$ cat src/rtl/counter_pkg.sv
// counter_pkg
// Shared definitions for the nibble-sliced down counter family.
// Holds the nibble width, the two nibble boundary values used by the
// decrement and zero-detect logic, and the nibble data type.
package counter_pkg;

  localparam int NIBBLE_W = 4;

  localparam logic [NIBBLE_W-1:0] NIBBLE_ZERO = 4'h0;
  localparam logic [NIBBLE_W-1:0] NIBBLE_MAX  = 4'hF;

  typedef logic [NIBBLE_W-1:0] nibble_t;

endpackage

$ cat src/rtl/down_nibble.sv
// down_nibble
// One 4-bit down-counting stage with the 74163 pinout. The terminal count
// output flags zero instead of all-ones so stages cascade as a borrow chain.
// Ports:
//   CP  - clock, rising edge
//   MR  - asynchronous active-high reset, clears Q
//   CEP - count enable parallel
//   CET - count enable trickle, also gates TC
//   _PE - active-low synchronous parallel load, overrides counting
//   D   - parallel load data
//   Q   - current nibble value
//   TC  - CET & (Q == 0), borrow out to the next stage
module down_nibble
  import counter_pkg::*;
(
  input  logic    CP,
  input  logic    MR,
  input  logic    CEP,
  input  logic    CET,
  input  logic    _PE,
  input  nibble_t D,
  output nibble_t Q,
  output logic    TC
);

  nibble_t count_q;
  nibble_t count_d;

  // Next nibble value: load beats counting, counting beats holding.
  // Written with the conditional operator so an X on an enable shows up
  // as X on the counter rather than silently picking one branch.
  // Adding all-ones is a decrement modulo 16, so 0 wraps to F.
  always_comb begin
    count_d = !_PE ? D
            : ((CEP & CET) ? nibble_t'(count_q + NIBBLE_MAX) : count_q);
  end

  // Counter register; MR clears it at once, independent of the clock.
  always_ff @(posedge CP or posedge MR) begin
    if (MR) begin
      count_q <= NIBBLE_ZERO;
    end else begin
      count_q <= count_d;
    end
  end

  assign Q  = count_q;
  assign TC = CET & (count_q == NIBBLE_ZERO);

endmodule

$ cat src/rtl/down_counter_reg.sv
// down_counter_reg
// Loadable down counter built from cascaded down_nibble stages, with a
// reload register for periodic (auto-reload) operation and a registered
// zero pulse. Pin-compatible in naming and enable semantics with the
// 74163-style up counter register.
// Ports:
//   CP  - clock, rising edge
//   MR  - asynchronous active-high reset, clears Q, RL and ZP
//   CEP - count enable parallel
//   CET - count enable trickle, also gates TC
//   _PE - active-low synchronous load of Q from D
//   _LR - active-low synchronous load of RL from D
//   ARL - auto-reload enable: counting at zero reloads Q from RL
//   D   - load data for Q and/or RL
//   Q   - counter value
//   RL  - reload register value
//   TC  - terminal count, CET & (Q == 0), combinational
//   ZP  - one-cycle pulse after a counting step lands on zero
module down_counter_reg
  import counter_pkg::*;
#(
  parameter int NIBBLES = 2
) (
  input  logic                         CP,
  input  logic                         MR,
  input  logic                         CEP,
  input  logic                         CET,
  input  logic                         _PE,
  input  logic                         _LR,
  input  logic                         ARL,
  input  logic [NIBBLE_W*NIBBLES-1:0]  D,
  output logic [NIBBLE_W*NIBBLES-1:0]  Q,
  output logic [NIBBLE_W*NIBBLES-1:0]  RL,
  output logic                         TC,
  output logic                         ZP
);

  localparam int W = NIBBLE_W * NIBBLES;

  logic [W-1:0]     rl_q;
  logic [W-1:0]     rl_d;
  logic             zp_q;
  logic             zp_d;
  logic             reloadNow;
  logic             nibbleLoadN;
  logic [W-1:0]     nibbleD;
  logic [NIBBLES:0] cetChain;

  // Auto-reload happens when a counting edge finds the counter at zero.
  // It is turned into an ordinary parallel load of the nibbles from RL, so
  // the nibble stays a plain 74163-style part. An explicit _PE load keeps
  // priority by selecting D over RL.
  assign reloadNow   = CEP & CET & (Q == '0) & ARL;
  assign nibbleLoadN = _PE & ~reloadNow;
  assign nibbleD     = !_PE ? D : rl_q;

  // Borrow chain: each stage may only count when all lower stages are zero.
  assign cetChain[0] = CET;

  for (genvar k = 0; k < NIBBLES; k++) begin : gNibble
    down_nibble uNibble (
      .CP  (CP),
      .MR  (MR),
      .CEP (CEP),
      .CET (cetChain[k]),
      ._PE (nibbleLoadN),
      .D   (nibbleD[k*NIBBLE_W +: NIBBLE_W]),
      .Q   (Q[k*NIBBLE_W +: NIBBLE_W]),
      .TC  (cetChain[k+1])
    );
  end

  // Reload register takes D on _LR low; otherwise it holds. The reload
  // path above reads rl_q, so a same-edge reload sees the old value.
  // A true decrement from 1 is the only event that raises the zero pulse;
  // loads and reloads of zero never do (Q == 1 rules out a reload).
  always_comb begin
    rl_d = !_LR ? D : rl_q;
    zp_d = _PE & CEP & CET & (Q == W'(1));
  end

  // Reload and zero-pulse registers, cleared asynchronously with the count.
  always_ff @(posedge CP or posedge MR) begin
    if (MR) begin
      rl_q <= '0;
      zp_q <= 1'b0;
    end else begin
      rl_q <= rl_d;
      zp_q <= zp_d;
    end
  end

  assign RL = rl_q;
  assign ZP = zp_q;
  assign TC = cetChain[NIBBLES];

endmodule

$ cat config.mk
export PLATFORM = sky130hd
export DESIGN_NAME = down_counter_reg
export DESIGN_NICKNAME = d
export VERILOG_FILES = /design/src/rtl/counter_pkg.sv /design/src/rtl/down_nibble.sv /design/src/rtl/down_counter_reg.sv
export SDC_FILE = /design/constraint.sdc
export NUM_CORES = 1
export LEC_CHECK = 0
export ABC_AREA = 1
export ABC_CLOCK_PERIOD_IN_PS = 2500
export CORE_AREA = 2 2 62 64
export CTS_BUF_LIST = sky130_fd_sc_hd__clkbuf_4
export CTS_CLUSTER_SIZE = 8
export DETAILED_ROUTE_END_ITERATION = 7
export DIE_AREA = 0 0 64 66
export GPL_ROUTABILITY_DRIVEN = 0
export PLACE_DENSITY = 0.56
export SLEW_MARGIN = 20
export SYNTH_ARGS = -nofsm -noshare
export SYNTH_HDL_FRONTEND = slang
export SYNTH_HIERARCHICAL = 1
export SYNTH_SLANG_ARGS = --single-unit
$ cat constraint.sdc
create_clock -name CP -period 2.5 [get_ports CP]
set_clock_uncertainty 0.1 [all_clocks]
set_input_delay 0.25 -clock CP [delete_from_list [all_inputs] [get_ports CP]]
set_output_delay 0.25 -clock CP [all_outputs]
set_load 0.05 [all_outputs]
# [Yosys cells after proc, flatten, opt, wreduce, memory -nomap -nowiden]
# Cells that the tools add are included.
[word_totals] ff_bits=17 in_bits=15 elab_cells=28
[classes] addsub=2 n_eq_ne=3 mux=5 bitwise_logic=11 reduce_logical=3
[op_table] op="$mux W4" n=4
[op_table] op="$and A1 B1 Y1" n=10
[op_table] op="$add A4 B4 Y4 const B" n=2
[op_table] op="$eq A8 B1 Y1 const B" n=1
[op_table] op="$logic_not A4 Y1" n=2
[op_table] op="$logic_not A8 Y1" n=1
[op_table] op="$mux W8" n=1
[op_table] op="$ne A2 B1 Y1 const B" n=1
[op_table] op="$ne A2 B2 Y1 const B" n=1
[op_table] op="$not A1 Y1" n=1

# [Depth between registers and ports, before layout]
[depth] ltp_word=6 depth_mapped=10 mapped_depth_nobuf=10

# [Cells and area by module]
# Netlist, hierarchy kept.
[modules_own_cells] module="down_nibble" instances=2 cells_each=38 area_each_um2=266.5 seq_area_each_um2=100.1
[modules_own_cells] module="down_counter_reg" instances=1 cells_each=66 area_each_um2=484.2 seq_area_each_um2=225.2

# [Least setup slack after synthesis]
# Ideal clock, no wire load.
[synth_timing] path_type="register to output" from="register gNibble[0].uNibble.count_q[0]" to="output TC" arrival_time_ps=2258 path_slack_ps=-108 path_stages_with_launch=7 cell_sequence="dfrtp_1 inv_1 ha_1 nand2_1 nor3_1 nand2_1 nor3_1"
[synth_between] elab_chain_len=3
[synth_lines] element="start, declared" line_no="down_nibble.sv:26" rtl="nibble_t count_q;"
[synth_lines] element="start signal, assigned" line_no="down_nibble.sv:43" rtl="count_q <= count_d;"
[synth_lines] element="$logic_not A4 Y1" line_no="down_nibble.sv:48" rtl="assign TC = CET & (count_q == NIBBLE_ZERO);"
[synth_lines] element="$and A1 B1 Y1" line_no="down_nibble.sv:48"
[synth_lines] element="net cetChain[1]" line_no="down_counter_reg.sv:47" rtl="logic [NIBBLES:0] cetChain;"
[synth_lines] element="$and A1 B1 Y1" line_no="down_nibble.sv:48"
[synth_lines] element="end, declared" line_no="down_counter_reg.sv:34" rtl="output logic TC,"
# The timed path passes the listed nets, and every way through them passes these cells.

# [Worst setup path in the final report]
# Ends and elaborated chain as after synthesis.

==> summary.md <==
| Metric | Value |
|---|---|
| Ports | 33 |
| DR vias/cell | around 4.4 |
| Cts bufs inserted | 3 |
| Final Non-Filler Cells | about 230 |
| Sink Count | 17 |
| Final Max Slew Viols | 0 |
| Yosys reg bits | 17 |
| R2r setup slk | a little over 800 ps |
| Antenna violation net count after detailed routing | 0 |
| Post-synth top cells | nand2_1, inv_1, o21ai_0 |
| Largest net degree at the start of global routing | 17 |
| Post-Synth XOR/XNOR Area | under 10% |
| CTS Hold Bufs | 0 |
| Initial Util | 28.6% |
| Status | finished clean |
| Post-synthesis mux area share | 0% |
| Cell taking the most area after synthesis | dfrtp_1 |
| Synthesized area | between 0.001 and 0.0015 sq mm |
| Initial DRC Count | between 70 and 80 |
| FFs w/ async S/R, synth | 100% |
| Most frequent cell after synthesis | nand2_1 |
| Least-Margin Pin Slew | between 500 and 600 ps |
| DRC viols | 0 |
| First-pass GRT wire length | 4150 um |
| Endpoints failing setup | 0 |
| CTS tree | yes |
| Core area | around 0.0036 sq mm |
| Initial antenna violation count | 0 |
| Req. time, crit path | 2150 ps |
| Mean post-synth cell area | roughly 7.2 sq um |
| RSZ-0062 raised after global routing | false |
| Area Overhead vs Synth | 42.2% |
| Vias in the first global route | between 900 and 1,000 |
| Period utilization | 86.0% |
| TNS Setup | 0 ps |
| Peak supply drop | around 0.14 mV |
| Total Wirelength | around 2400 um |
| Ys flop type | dfrtp_1 |
| Post-synth EDFFs | 0 |
| Worst-case clock buffer depth | 2 |
| Simple-gate share of the synthesized area | 26.4% |
| Leakage | 0.691 nW |
| Synth cell types | 19 |
| Sequential-to-total area share from yosys stat | approximately two fifths |
| Ys Warns | 6 |
| H-Tree Level Count | 1 |
| IO Port Bufs | 32 |
| Total grt overflow | 0 |
| DR vias | around 1,000 |
| Root buffer cell | clkbuf_4 |
| # Post-CTS Setup Buffers | 0 |
| Syn Inst Count | 142 |
| Post-CTS Resized | 0 |
| Share of cells above drive strength 1 | between 7 and 8% |
| Wire length per cell | around 11 um |
| Antenna Diode Count | 0 |
| Synth top area share | a little over two fifths |
| Critical path launch point type | flip-flop |
| Total Routing Usage GR | roughly 13% |
| Detailed placement HPWL | between 1500 and 2000 um |
| Placed insts | approximately 220 |
| Final Hold Fails | 0 |
| Pwr per Cell Area | 634 mW/mm^2 |
| Die width | 64 um |
| Die area | roughly 0.0042 sq mm |
| Post-Synth Adder-Cell Area | ~5% |
| Ranking of synthesized cells by area | dfrtp_1, nand2_1, o21ai_0 |
| Compound-Gate Fraction of Synth Area | about 15% |
| Fill cells | 363 |
| Net Count, Synth | 161 |
| Clk Latency, worst-skew pair | 290 ps |
| Worst Path Max Fanout | 5 |
| Fmax | 465 MHz |
| Max Cap Viol | 0 |
| Critical path arrival | 1800 ps |
| Hold WC Path Type | input pin to async pin |
| Nets@finish | about 200 |
| Largest family of logic cells by synthesized area | simple AND/OR/NAND/NOR gates |
| Min Clock Period, post-route | around 2100 ps |
| Kind of end point of the critical path | primary output |
| Detailed Routing Iterations Pass 1 | 4 |
| Setup CP Type | flip-flop to primary output |
| Die Height | between 60 and 70 um |
| Worst-case headroom to the max-slew limit | between 60% and 70% |
| Rows | 22 |
| Clk slew on worst S/H paths | roughly 100 ps |
## path summary, 6_finish.rpt
path,start,to,depth (start not counted)
max,gNibble[0].uNibble/Q[0]$_DFFE_PP0P_,TC,7
min,MR,gNibble[1].uNibble/Q[1]$_DFFE_PP0P_,2
max reg2reg,gNibble[0].uNibble/Q[0]$_DFFE_PP0P_,gNibble[1].uNibble/Q[3]$_DFFE_PP0P_,10
min reg2reg,RL[7]$_DFFE_PP0N_,RL[7]$_DFFE_PP0N_,2
max in group asynchronous,MR,RL[0]$_DFFE_PP0N_,2
min in group CP,D[0],RL[0]$_DFFE_PP0N_,3
## state kept, by name, indices dropped and copies added (netlist names)
| register | flops |
|---|---|
| RL | 8 |
| gNibble.uNibble/Q | 8 |
| ZP | 1 |
## kinds of logic (layout without fill, tap and decap cells)
group | after synthesis | after routing
xor gates and xnor gates | 2 | 2
AOI/OAI and AO/OA | 29 | 29
and+or+nand+nor | 65 | 65
adders and majority gates | 4 | 4
DFF | 17 | 17
buffers and inverters | 25 | 62
## power by group
group / internal (mW) / leakage [nW] / switching, mW
sequential: 0.311 / 0.208 / 0.0526
combinational: 0.142 / 0.465 / 0.250
clock: 0.0730 / 0.0184 / 0.0880
total: 0.527 / 0.691 / 0.391
## layout make-up
type / count / area [sq um] / share of cell area, %
Clock buffer: 4 / 30.0 / 2.08
Multi-Input combinational cell: 100 / 492 / 34.0
Sequential cell: 17 / 425 / 29.4
Inverter: 23 / 86.3 / 5.97
Tap cell: 48 / 60.1 / 4.15
Timing Repair Buffer: 35 / 353 / 24.4
## per-stage QoR
step	utilization [%]	total power [mW]	hold slack (ps)	setup slack [ps]	instance area, sq um
global placement	39.9	0.758	398	660	1420
detailed placement	39.9	0.763	407	613	1420
finish	40.7	0.918	89.4	350	1450
global route	40.7	0.985	100	202	1450
floorplan	-	0.620	-83.9	309	1020
CTS	40.7	0.931	81.6	343	1450
## per-layer routing
| layer | up-vias | wire (um) | GRT usage (%) |
|---|---|---|---|
| met5 | - | 0 | 0 |
| met4 | 0 | 53 | 8.70 |
| met3 | 4 | 87 | 1.70 |
| met2 | 25 | 1100 | 20.1 |
| met1 | 452 | 1200 | 16.3 |
| li1 | 519 | - | - |
## critical path: stages, from the launching register on
cell and delay, ps:
dfrtp_1 450, inv_1 160, ha_1 180, nand2_1 60, nor3_1 200, nand2_1 100
nor3_2 190, buf_12 170
## cell usage in the layout (no fill, tap or decap)
cell type / n
nor3_1: 1
clkbuf_4: 4
xor2_1: 2
buf_4: 3
nand2_2: 2
nand2_1: 42
nor3_2: 2
nand3_1: 4
ha_1: 4
o21ai_0: 22
nor2_2: 1
a21oi_1: 1
o211ai_1: 2
buf_12: 1
o21ai_1: 4
inv_2: 1
nor2_1: 12
dfrtp_1: 17
clkdlybuf4s50_1: 31
nor3b_1: 1
inv_1: 22
Power figures use the tool's default switching activity.
